===== config.mk =====
export PLATFORM = sky130hd
export DESIGN_NAME = cp0_exc_ctrl
export DESIGN_NICKNAME = d
export VERILOG_FILES = /design/src/rtl/cp0_exc_ctrl.sv
export SDC_FILE = /design/constraint.sdc
export NUM_CORES = 1
export LEC_CHECK = 0
export CORE_MARGIN = 2
export CORE_UTILIZATION = 43
export DETAILED_ROUTE_END_ITERATION = 10
export MAX_ROUTING_LAYER = met4
export PLACE_DENSITY = 0.92
export SLEW_MARGIN = 20
export SYNTH_ARGS = -nofsm -noshare
export SYNTH_HDL_FRONTEND = slang
export SYNTH_SLANG_ARGS = --single-unit

===== constraint.sdc =====
create_clock -name clk -period 3.84 [get_ports clk]
set_input_delay 0.768 -clock clk [delete_from_list [all_inputs] [get_ports clk]]
set_output_delay 0.768 -clock clk [all_outputs]
set_load 0.02 [all_outputs]

===== src/rtl/cp0_exc_ctrl.sv =====
// CP0 exception/interrupt controller: SR, Cause, EPC and PRId, plus the entry/return sequencer.
// Optional build macro CP0_EXC_CNT_EN adds a read-only exception counter at register 16.
module cp0_exc_ctrl #(
    parameter logic [31:0] HANDLER_ADDR = 32'h0000_4180,
    parameter logic [31:0] PRID_VALUE   = 32'h2020_1210
) (
    input  logic        clk,
    input  logic        reset,
    input  logic [4:0]  A1,
    output logic [31:0] RD,
    input  logic [4:0]  A2,
    input  logic [31:0] WD,
    input  logic        WE,
    input  logic [31:0] PCAddr,
    input  logic        BDIn,
    input  logic        ExcValid,
    input  logic [4:0]  ExcCodeIn,
    input  logic [5:0]  HWInt,
    input  logic        EretIn,
    output logic        IntReq,
    output logic [31:0] HandlerPC,
    output logic [31:0] EPCOut,
    output logic        InHandler
);

    typedef enum logic [1:0] {RUN, ENTER, HANDLER, RETURN} state_t;

    state_t      state, state_nxt;
    logic [5:0]  sr_im;
    logic        sr_exl, sr_ie;
    logic        cause_bd;
    logic [5:0]  cause_ip;
    logic [4:0]  cause_code;
    logic [31:0] epc;
    logic [31:0] epc_take;
    logic [31:0] cnt_rd;
    logic        intpend, exctake;
    logic        sr_wr, epc_wr;

    always_comb begin
        intpend   = (|(HWInt & sr_im)) & sr_ie & ~sr_exl;
        exctake   = ExcValid & ~sr_exl;
        IntReq    = (state == RUN) & (intpend | exctake);
        sr_wr     = WE & ~IntReq & (A2 == 5'd12);
        epc_wr    = WE & ~IntReq & (A2 == 5'd14);
        epc_take  = (BDIn ? (PCAddr - 32'd4) : PCAddr) & 32'hFFFF_FFFC;
        state_nxt = state;
        case (state)
            RUN:     if (IntReq) state_nxt = ENTER;
            ENTER:   state_nxt = HANDLER;
            // eret wins over an mtc0 that drops EXL in the same cycle
            HANDLER: if (EretIn) state_nxt = RETURN;
                     else if (sr_wr && !WD[1]) state_nxt = RUN;
            RETURN:  state_nxt = RUN;
            default: state_nxt = RUN;
        endcase
    end

    always_ff @(posedge clk) begin
        if (reset) state <= RUN;
        else       state <= state_nxt;
    end

    always_ff @(posedge clk) begin
        if (reset) begin
            sr_im      <= '0;
            sr_exl     <= 1'b0;
            sr_ie      <= 1'b0;
            cause_bd   <= 1'b0;
            cause_ip   <= '0;
            cause_code <= '0;
            epc        <= '0;
        end else begin
            cause_ip <= HWInt;
            if (IntReq) begin
                sr_exl     <= 1'b1;
                cause_bd   <= BDIn;
                cause_code <= intpend ? 5'd0 : ExcCodeIn;
                epc        <= epc_take;
            end else begin
                if (sr_wr) begin
                    sr_im  <= WD[15:10];
                    sr_exl <= WD[1];
                    sr_ie  <= WD[0];
                end
                if (epc_wr) epc <= {WD[31:2], 2'b00};
                if (state == HANDLER && EretIn) sr_exl <= 1'b0;
            end
        end
    end

`ifdef CP0_EXC_CNT_EN
    logic [31:0] exccnt;

    always_ff @(posedge clk) begin
        if (reset)       exccnt <= '0;
        else if (IntReq) exccnt <= exccnt + 32'd1;
    end

    assign cnt_rd = exccnt;
`else
    assign cnt_rd = '0;
`endif

    always_comb begin
        RD = '0;
        case (A1)
            5'd12:   RD = {16'h0000, sr_im, 8'h00, sr_exl, sr_ie};
            5'd13:   RD = {cause_bd, 15'h0000, cause_ip, 3'b000, cause_code, 2'b00};
            5'd14:   RD = epc;
            5'd15:   RD = PRID_VALUE;
            5'd16:   RD = cnt_rd;
            default: RD = '0;
        endcase
    end

    assign HandlerPC = HANDLER_ADDR;
    assign EPCOut    = epc;
    assign InHandler = (state == ENTER) || (state == HANDLER);

endmodule


==> run summary <==
outcome: finished, final reports clean
Leak: 1.89 nW
Detail Route Antenna Nets: 0
DP Wirelength: 8260 um
Buf+Inv Stages, Crit Path: 4
initial antenna violation count: 0
Least-Margin Pin Slew: 0.807 ns
Vias/cell: 5.22
cell family with most CP delay: buffers and inverters
mean routed wirelength per cell: 15.5 um
fmax: 286 MHz
R2R setup slack: 1.73 ns
# hold bufs at CTS: 0
commonest non-fill, non-tap cells in the layout: clkdlybuf4s50_1, nor2_1, dfxtp_1, conb_1
largest net degree at the start of global routing: 41
worst path required time: 3.07 ns
worst min path class: flop to flop
via count: 3535
peak supply drop: 0.000157 V
post-cts resize count: 0
Clock Power Share: 0.191
sequential area share after synthesis: 0.291
Sequential Power Share: 0.399
Die Width: 95.2 um
vias in the first global route: 3468
PD cells: 334 nW/um^2
crit end category: primary output
Setup crit end: RD[29]
Clk Latency, worst-skew pair: 0.30 ns
Worst Skew: 0.00955 ns
Port Buffer Count: 152
drt total wl: 10500 um
DR iter-0 viols: 166
CTS Buffer Depth: 2
Synth-to-Final Area Change: 43.7%
most common cell after layout, fill and taps aside: clkdlybuf4s50_1
Post-Synthesis Cells: 429
Placed Area: 5040 um^2
Final setup viols: 0
share of cells above drive strength 1: 0.0892
crit start category: input pin
Avg Inst Size Synth: 8.33 um^2
Clock Sink Count: 52
CP Max Fanout: 9
Critical Path Max Stage Delay: 0.64 ns
synthesized area: 3570 um^2
reg2reg path depth: 7
fin crit share: 0.912
Comb pwr share: 0.410
Synth top area share: 0.291
Synth Register Bits: 52
CP max stage cell: clkdlybuf4s50_1
CP startpoint: A1[4]
Max transition margin: 0.458
initial core utilization: 0.439
postcts setup bufs: 0
library cells used by synthesis: 53
pre-CTS setup slack: 0.322 ns
setup ws final: 0.339 ns
ANT cells: 0
most used cell, CP: clkdlybuf4s50_1
# IOs: 189
CTS buffer count: 5
clock root cell: clkbuf_8
Rows: 33
Pre-Repair DR Iteration Count: 5
Pint: 1.09 mW
maxcap violations: 0
Setup TNS: 0 ns
Worst-path clk slew: 0.11 ns
CTS tree: built
RSZ-0062 raised after global routing: no
Ys Warns: 0
first-pass GRT wire length: 16100 um
Final Hold Viols: 0
EDFF count, synth: 0
critical path depth: 7
reg2reg end: state[0]
synth top area cells: dfxtp_1, buf_4, mux2i_1, nor2_1, mux2_2
# DRC: 0
Die Ht: 95.2 um
Total GRT Usage: 0.230
critical-path cell list: clkdlybuf4s50_1, nand3b_1, buf_4, inv_1, nand2_1, nor2_1, clkdlybuf4s50_1
GRT Residual Overflow: 0
WS Path Type: input pin to primary output
sw frac: 0.365
dominant cell type by area after synthesis: dfxtp_1
Finished Cell Area: 5140 um^2
crit path DAT: 2.73 ns
H-tree depth: 2
RR Startpoint: state[1]
nets: 666
Die ar.: 9060 um^2
Net Switching: 0.626 mW
async set-reset flop share out of synthesis: 0
final hold slack: 0.486 ns
ys flop type: dfxtp_1
core outline area: 8130 um^2
min Tclk post-route: 3.50 ns
fin. max-slew vios: 0
RePlAce Congestion: 0.870
==> routing by layer <==
layer  routed length, um  track usage  vias to the layer above
li1                    -            -                     1730
met4                 178       0.0833                        0
met3                 618       0.0372                       16
met1                4320        0.272                     1645
met5                   0            -                        -
met2                5400        0.395                      144
==> kinds of logic (layout without fill, tap and decap cells) <==
logic type / Yosys count / in the layout / synth area share
compound gates: 89 / 89 / 0.159
buf+inv: 71 / 182 / 0.122
mux: 39 / 39 / 0.114
fa+ha+maj: 4 / 4 / 0.0140
simple gates: 148 / 148 / 0.238
flops: 52 / 52 / 0.291
xor+xnor: 24 / 24 / 0.0588
other cells: 2 / 34 / 0.00210
==> through the flow <==
stage / util / total power, mW / cells
2_1_floorplan: - / 1.09 / 461
3_3_place_gp: 0.620 / 1.37 / 669
3_5_place_dp: 0.620 / 1.39 / 669
4_1_cts: 0.631 / 1.72 / 677
5_1_grt: 0.631 / 1.81 / 677
6_report: 0.631 / 1.71 / 677
==> power by group through the flow <==
| stage | registers [mW] | clock network [mW] | logic [mW] |
|---|---|---|---|
| 2_1_floorplan | 0.750 | 0 | 0.344 |
| 5_1_grt | 0.694 | 0.356 | 0.763 |
| 3_3_place_gp | 0.689 | 0 | 0.679 |
| 3_5_place_dp | 0.695 | 0 | 0.699 |
| 4_1_cts | 0.683 | 0.335 | 0.703 |
| 6_report | 0.684 | 0.327 | 0.702 |
==> area by class of cell <==
| cell class | count | area (um^2) |
|---|---|---|
| flip-flops and latches | 52 | 1040 |
| well taps | 105 | 131 |
| inverters | 11 | 41.3 |
| multi-input cells | 338 | 2220 |
| fillers | 685 | 3000 |
| clock inverters | 3 | 25.0 |
| clock buffers | 5 | 68.8 |
| repair buffers | 163 | 1600 |
==> cells in the mapped netlist, types with 3 or more instances <==
cell and count:
a211oi_1 10, a21oi_1 25, a22oi_1 13, a311oi_1 5, and2_1 15, buf_4 34, buf_6 4, clkbuf_1 17
dfxtp_1 52, ha_1 4, inv_1 11, mux2_2 14, mux2i_1 25, nand2_1 11, nand2b_1 3, nor2_1 60
nor2b_1 11, nor3_1 12, nor3_2 7, nor4_1 5, nor4_4 3, o21ai_0 22, o41ai_1 4, or3_1 4
or4_4 3, xnor2_1 16, xor2_1 8
==> registers in the layout, indices dropped and copies added (netlist names) <==
signal and flops:
EPCOut 30, sr_im 6, sr_ie 1, sr_exl 1, state 2, cause_ip 6, cause_bd 1, cause_code 5
==> worst min-delay path by stage <==
stage / startpoint / depth (start not counted) / slack [ns] / to
floorplan: cause_bd / 2 / 0.44 / cause_bd
global placement: cause_bd / 2 / 0.45 / cause_bd
detailed placement: cause_bd / 2 / 0.47 / cause_bd
CTS: cause_bd / 2 / 0.49 / cause_bd
global route: cause_bd / 2 / 0.50 / cause_bd
finish: cause_bd / 2 / 0.49 / cause_bd
==> worst reg2reg max path: stages (launching register included) <==
cell and delay (ns):
dfxtp_1 0.39, inv_1 0.10, ha_1 0.22, o211ai_1 0.21
or2_2 0.20, buf_4 0.36, a31oi_1 0.20, o41ai_1 0.34
Note: power is estimated with default switching activity, not from simulation.
